### src/rtl/countdown_pkg.sv
// Shared types for the preloadable countdown timer.
package countdown_pkg;

    // IDLE: nothing loaded yet; ARMED: value captured, waiting for start;
    // RUN: decrementing on enable; EXPIRED: reached zero, waiting for restart.
    typedef enum logic [1:0] {
        IDLE    = 2'd0,
        ARMED   = 2'd1,
        RUN     = 2'd2,
        EXPIRED = 2'd3
    } state_e;

endpackage

### src/rtl/countdown_timer.sv
// Preloadable down-counter with a registered one-cycle expiry tick and
// optional automatic reload of the captured value.
module countdown_timer
    import countdown_pkg::*;
#(
    parameter int WIDTH       = 8,
    parameter bit AUTO_RELOAD = 1'b0
) (
    input  logic             clk,
    input  logic             rst,
    input  logic             ld,
    input  logic [WIDTH-1:0] v,
    input  logic             start,
    input  logic             en,
    output logic [WIDTH-1:0] count,
    output logic             tick,
    output logic             busy
);

    localparam logic [WIDTH-1:0] ONE = WIDTH'(1);

    state_e           state_q, state_d;
    logic [WIDTH-1:0] count_q, count_d;
    logic [WIDTH-1:0] reload_q, reload_d;
    logic             tick_q, tick_d;

    // Next-state decode: ld overrides everything, then start, then en.
    always_comb begin
        state_d  = state_q;
        count_d  = count_q;
        reload_d = reload_q;
        tick_d   = 1'b0;

        if (ld) begin
            // Loading aborts any countdown in progress without a tick.
            count_d  = v;
            reload_d = v;
            state_d  = ARMED;
        end else begin
            unique case (state_q)
                IDLE: begin
                end
                ARMED: begin
                    if (start) begin
                        if (count_q != '0) begin
                            state_d = RUN;
                        end else begin
                            // Zero preload expires straight away.
                            state_d = EXPIRED;
                            tick_d  = 1'b1;
                        end
                    end
                end
                RUN: begin
                    if (en) begin
                        if (count_q > ONE) begin
                            count_d = count_q - ONE;
                        end else begin
                            // Final step: count would reach zero this cycle.
                            tick_d = 1'b1;
                            if (AUTO_RELOAD) begin
                                count_d = reload_q;
                            end else begin
                                count_d = '0;
                                state_d = EXPIRED;
                            end
                        end
                    end
                end
                EXPIRED: begin
                    if (start) begin
                        if (reload_q != '0) begin
                            count_d = reload_q;
                            state_d = RUN;
                        end else begin
                            // Nothing to count: expire again immediately.
                            tick_d = 1'b1;
                        end
                    end
                end
                default: state_d = IDLE;
            endcase
        end
    end

    // State, count, reload value and tick register; reset clears all of them.
    always_ff @(posedge clk) begin
        if (rst) begin
            state_q  <= IDLE;
            count_q  <= '0;
            reload_q <= '0;
            tick_q   <= 1'b0;
        end else begin
            state_q  <= state_d;
            count_q  <= count_d;
            reload_q <= reload_d;
            tick_q   <= tick_d;
        end
    end

    assign count = count_q;
    assign tick  = tick_q;
    assign busy  = (state_q == RUN);

endmodule
### config.mk
export PLATFORM = sky130hd
export DESIGN_NAME = countdown_timer
export DESIGN_NICKNAME = d
export VERILOG_FILES = /design/src/rtl/countdown_pkg.sv /design/src/rtl/countdown_timer.sv
export SDC_FILE = /design/constraint.sdc
export NUM_CORES = 1
export LEC_CHECK = 0
export ABC_AREA = 1
export BUFFER_PORTS_ARGS = -buffer_cell sky130_fd_sc_hd__buf_2
export CAP_MARGIN = 10
export CORE_ASPECT_RATIO = 1.2
export CORE_MARGIN = 3
export CORE_UTILIZATION = 35
export CTS_BUF_LIST = sky130_fd_sc_hd__clkbuf_16
export DETAILED_ROUTE_END_ITERATION = 8
export GPL_TIMING_DRIVEN = 0
export PLACE_DENSITY = 0.6
export SLEW_MARGIN = 40
export SYNTH_ARGS = -nofsm -noshare
export SYNTH_HDL_FRONTEND = slang
export SYNTH_SLANG_ARGS = --single-unit
### constraint.sdc
create_clock -name clk -period 4.3 [get_ports clk]
set_input_delay 0.645 -clock clk [delete_from_list [all_inputs] [get_ports clk]]
set_output_delay 0.645 -clock clk [all_outputs]
set_load 0.02 [all_outputs]
==> summary.txt, run 1 <==
Route
  – Post-route ant nets: 0
  – Iteration-0 DRC count of the detailed router: 43
  – Drt drc: 0
  – Vias: 1178
  – Detailed-route wire length per cell: 11.6 um
  – Vias per cell: 4.83
  – DRT Pass-1 Iters: 4
  – Routed WL: 2820 um

Pwr
  – PwrDens: 351 nW/um^2
  – LEAKAGE: 0.708 nW
  – Total power: 0.522 mW
  – Peak VDD IR: 0.231 mV

GRT
  – GRT Total Usage: 0.149
  – Global routing usage on met2: 0.227
  – First-pass GRT wire length: 4900 um
  – Initial antenna violation count: 0
  – Met3 Resource Use GR: 0.0216
  – Number of global-route vias before repair: 1085
  – GR Overflow Total: 0
  – Largest net degree at the start of global routing: 12
  – GR peak layer: met2
  – Met1 usage: 0.202

Cells and area
  – Commonest non-fill, non-tap cells in the layout: nand2_1, nor2_1, buf_2, dfxtp_1, inv_1
  – Finished Core Util: 0.438
  – Number of nets in the layout: 224
  – Share of cells above drive strength 1: 0.266
  – Most common cell after layout, fill and taps aside: nand2_1
  – # diodes: 0
  – Synth-to-Final Area Change: 18.4%
  – Fill cells: 379

Timing
  – Crit share post-route: 0.392
  – Max frequency: 0.593 GHz
  – # setup viols final: 0
  – Minimum hold slack: 0.484 ns
  – Post-route minimum period: 1.69 ns
  – Final Hold Violating Endpoints: 0
  – Slew Viols, Final: 0
  – Setup Skew: 0.00105 ns
  – Setup tns final: 0 ns
  – Slew @ Worst Pin: 0.420 ns
  – Worst slew margin: 0.720
  – Unrepaired setup endpoints after global routing: no

Synthesis
  – Yosys cell types: 28
  – Synth Instances: 182
  – YS warnings: 0
  – Sequential fraction of the synthesis area: 0.303
  – Synth top area share: 0.303
  – Avg Cell Area, Syn: 6.90 sq um
  – #FFs+latches synth: 19
  – Dominant cell type by area after synthesis: dfxtp_1
  – Synth Net Count: 198
  – Synth area leaders: dfxtp_1, nand2_1, nor2_1, nand3_1, inv_1
  – Cell Area, Synth: 1260 sq um

Job
  – Max cap viols: 0

Clock network
  – Worst-Skew Late Latency: 0.25 ns
  – H-tree depth: 1
  – Clk sink count: 19
  – Clock Path Buffers: 2
  – CTS tree: built
  – Post-CTS sizing: 0
  – Hold buffer count at CTS: 0
  – CTS Buf Count: 3
  – Clock Pin Slew Worst Setup and Hold Paths: 0.05 ns
  – Setup bufs post-CTS: 0
  – Root buffer cell: clkbuf_16

Setup path
  – Reg2reg end: count[0]
  – Worst EP required: 3.65 ns
  – Setup crit start kind: register
  – Crit Path Category: register to output port
  – Reg2reg setup slack: 2.64 ns
  – Crit. End Element: output port
  – Critical-path maximum fanout: 4
  – Arr. time, crit path: 1.04 ns
  – Worst reg-to-reg path cell count: 11
  – R2r startpoint: count[0]

Place
  – Placer's final routability congestion estimate: 0.809
  – Dpl hpwl: 2250 um
  – Port Buffers: 21

Worst hold path
  – Hold path cells: 2
  – Origin of the worst min-delay path: reload_q[5]
  – Worst Hold Class: register to register
  – WHS Endpoint: reload_q[5]

Die
  – Initial Util: 0.370
  – Total die area: 4350 sq um
  – # rows: 23
  – Die H: 71.6 um
  – Die width: 60.7 um
  – I/O Pins: 23
  – Core Footprint: 3400 sq um

Status
  – Outcome: completed
stage by stage:
| stage | area (sq um) | cells | setup WS, ns |
|---|---|---|---|
| after floorplan | 1260 | 182 | 2.72 |
| final | 1490 | 244 | 2.61 |
| after detailed placement | 1410 | 240 | 2.63 |
| after CTS | 1490 | 244 | 2.60 |
| after global routing | 1490 | 244 | 2.39 |
| after global placement | 1410 | 240 | 2.63 |
sequential cells by signal, summed over array words and instances, names as in the netlist:
register  count
count         8
reload_q      8
state_q       2
tick          1
area by class of cell:
class,instances,area [sq um],share of cell area
plain buffers,5,32.5,0.0219
clock buffers,3,75.1,0.0505
clock inverters,1,5.00,0.00336
inverters,19,72.6,0.0488
multi-input cells,139,771,0.518
flip-flops and latches,19,380,0.256
well taps,37,46.3,0.0311
repair buffers,21,105,0.0706
routing by layer:
metal  vias up  part of all wire
met3         9             0.042
li1        638                 -
met2        27              0.45
met4         0             0.032
met1       504              0.48
met5         -                 0
how the worst max path moves through the flow:
stage | from | endpoint | slack (ns)
detailed placement | count[0] | count[0] | 2.63
global placement | count[0] | count[4] | 2.63
floorplan | count[0] | count[0] | 2.72
global route | count[0] | count[0] | 2.39
finish | state_q[1] | busy | 2.61
CTS | state_q[1] | busy | 2.60
Yosys cell counts, drive strengths merged:
library cell,n
nand2,53
nor2,29
dfxtp,19
inv,17
nand3,17
o21ai,12
a21oi,11
nand4,7
buf,4
ha,3
o21a,3
clkinv,2
xor2,2
and2,1
clkbuf,1
nor3,1
power by group:
part,total [mW],internal (mW),switching (mW)
Combinational,0.128,0.0475,0.0806
Sequential,0.200,0.188,0.0121
Clock,0.194,0.125,0.0692
Total,0.522,0.360,0.162
logic make-up (layout without fill, tap and decap cells):
kind of cell,after synthesis,in the layout,synth area share
DFF,19,19,0.303
buffers and inverters,24,49,0.0837
and+or+nand+nor,108,108,0.448
xor gates and xnor gates,2,2,0.0139
adders and majority gates,3,3,0.0299
AOI/OAI and AO/OA,26,26,0.122
worst max-delay path, stage by stage (launching register included):
cell,delay [ns]
dfxtp_1,0.36
inv_1,0.07
nor2_2,0.16
buf_2,0.20
(Power assumes the default switching activity.)
==> run 2, diff against run 1 <==
==> constraint.sdc (replaced) <==
create_clock -name clk -period 1.6 [get_ports clk]
set_input_delay 0.24 -clock clk [delete_from_list [all_inputs] [get_ports clk]]
set_output_delay 0.24 -clock clk [all_outputs]
set_load 0.02 [all_outputs]
==> run 2 against run 1 <==
Net effect:
- final cell count unchanged
- setup slack worse by 2.4 ns
- worst hold slack worse by 0.24 ns
- total power rose to 2.7 times the previous value
- critical endpoint is now count[0]
==> summary.txt, run 2 (synthesized netlist as in run 1, its figures left out) <==
Status
  – Outcome: completed

Clock network
  – Hold buffer count at CTS: 0
  – CTS Buf Count: 3
  – Clock Pin Slew Worst Setup and Hold Paths: 0.06 ns
  – Clk sink count: 19
  – Worst-Skew Late Latency: 0.25 ns
  – CTS tree: built
  – H-tree depth: 1
  – Clock Path Buffers: 2
  – Root buffer cell: clkbuf_16

Cells and area
  – Share of cells above drive strength 1: 0.295
  – # diodes: 0
  – Commonest non-fill, non-tap cells in the layout: nand2_1, nor2_1, buf_2, dfxtp_1
  – Synth-to-Final Area Change: 20.2%
  – Most common cell after layout, fill and taps aside: nand2_1
  – Fill cells: 374
  – Number of nets in the layout: 224

Timing
  – Crit share post-route: 0.882
  – Slew @ Worst Pin: 0.423 ns
  – Setup tns final: 0 ns
  – # setup viols final: 0
  – Setup Skew: 0.00210 ns
  – Worst slew margin: 0.718
  – Final setup margin: 0.189 ns
  – Max frequency: 0.709 GHz
  – Unrepaired setup endpoints after global routing: no
  – Post-route minimum period: 1.41 ns
  – Slew Viols, Final: 0
  – Final Hold Violating Endpoints: 0

Die
  – # rows: 23
  – Die H: 71.6 um
  – Initial Util: 0.370
  – Die width: 60.7 um
  – Core Footprint: 3400 sq um
  – I/O Pins: 23
  – Total die area: 4350 sq um

Place
  – Placer's final routability congestion estimate: 0.809
  – Pre-CTS setup slack: -0.0679 ns
  – Port Buffers: 21
  – Dpl hpwl: 2250 um

GRT
  – GRT Total Usage: 0.149
  – Number of global-route vias before repair: 1087
  – Initial antenna violation count: 0
  – First-pass GRT wire length: 4910 um
  – Largest net degree at the start of global routing: 12
  – GR Overflow Total: 0

Route
  – Drt drc: 0
  – Vias: 1189
  – Post-route ant nets: 0
  – Detailed-route wire length per cell: 11.5 um
  – Routed WL: 2810 um
  – DRT Pass-1 Iters: 4
  – Vias per cell: 4.87
  – Iteration-0 DRC count of the detailed router: 57

Setup path
  – Crit Path Category: register to register
  – R2r startpoint: count[0]
  – Critical-path maximum fanout: 6
  – Reg2reg setup slack: 0.19 ns
  – CP startpoint: count[0]
  – Crit. End Element: register
  – Critical Path Sink: count[0]
  – Arr. time, crit path: 1.60 ns
  – Reg2reg end: count[0]
  – Worst reg-to-reg path cell count: 11
  – Worst EP required: 1.79 ns
  – Setup crit start kind: register

Pwr
  – PwrDens: 936 nW/um^2
  – Comb power frac: 0.249
  – Net switching power: 0.439 mW
  – Peak VDD IR: 0.624 mV
  – Part of the power in registers: 0.381
  – LEAKAGE: 0.710 nW
  – Clock share of power: 0.370
  – Switching Share: 0.311
  – Internal power: 0.974 mW

Job
  – Max cap viols: 0

Worst hold path
  – Worst Hold Class: input pin to register
run 2: worst min path at each step:
stage                           start     endpoint  slack [ns]  cells after the start
after floorplan                   rst  reload_q[0]        0.31                      1
after global placement    reload_q[6]  reload_q[6]        0.48                      2
after detailed placement  reload_q[6]  reload_q[6]        0.48                      2
after CTS                        v[7]  reload_q[7]        0.25                      3
after global routing             v[7]  reload_q[7]        0.26                      3
final                             rst  reload_q[0]        0.24                      2
run 2: layer usage:
layer / wire (um) / GRT usage / vias to the layer above
met5: 0 / 0 / -
met4: 82 / 0.0723 / 0
met3: 98 / 0.0216 / 7
met2: 1270 / 0.227 / 24
met1: 1360 / 0.203 / 516
li1: - / - / 642
run 2: layout make-up:
type | instances | area (sq um) | area share
Tap cell | 37 | 46.3 | 0.0307
Inverter | 19 | 72.6 | 0.0481
Clock buffer | 3 | 75.1 | 0.0497
Timing Repair Buffer | 21 | 105 | 0.0696
Buffer | 5 | 32.5 | 0.0215
Sequential cell | 19 | 388 | 0.257
Multi-Input combinational cell | 139 | 786 | 0.520
Clock inverter | 1 | 5.00 | 0.00331
run 2: worst max-delay path, stage by stage (launching register included):
cell     delay (ns)
dfxtp_4        0.37
inv_2          0.08
ha_4           0.19
inv_1          0.05
nand2_1        0.05
nand2_2        0.07
nor2_4         0.05
nor2_4         0.18
nand2_2        0.07
nor2_1         0.09
nor2_1         0.05
nor2_1         0.08
run 2: through the flow:
stage	instance area, sq um	util	hold WS, ns	total power [mW]	std cells
after floorplan	1260	-	0.309	0.805	182
after global placement	1410	0.415	0.476	0.892	240
after detailed placement	1410	0.415	0.476	0.894	240
after CTS	1490	0.439	0.249	1.42	244
after global routing	1510	0.445	0.261	1.50	244
final	1510	0.445	0.241	1.41	244
run 2: what timing repair did:
item                                    in CTS  in global routing
pin swaps                                    0                  1
endpoints found under the setup margin       7                  8
setup buffers                                0                  0
gates resized for setup                      2                  7
run 2: power by group through the flow:
stage               registers [mW]  logic (mW)  clock network (mW)
finish                       0.538       0.352               0.522
global route                 0.544       0.404               0.548
CTS                          0.538       0.349               0.534
detailed placement           0.548       0.345                   0
global placement             0.548       0.344                   0
floorplan                    0.562       0.243                   0
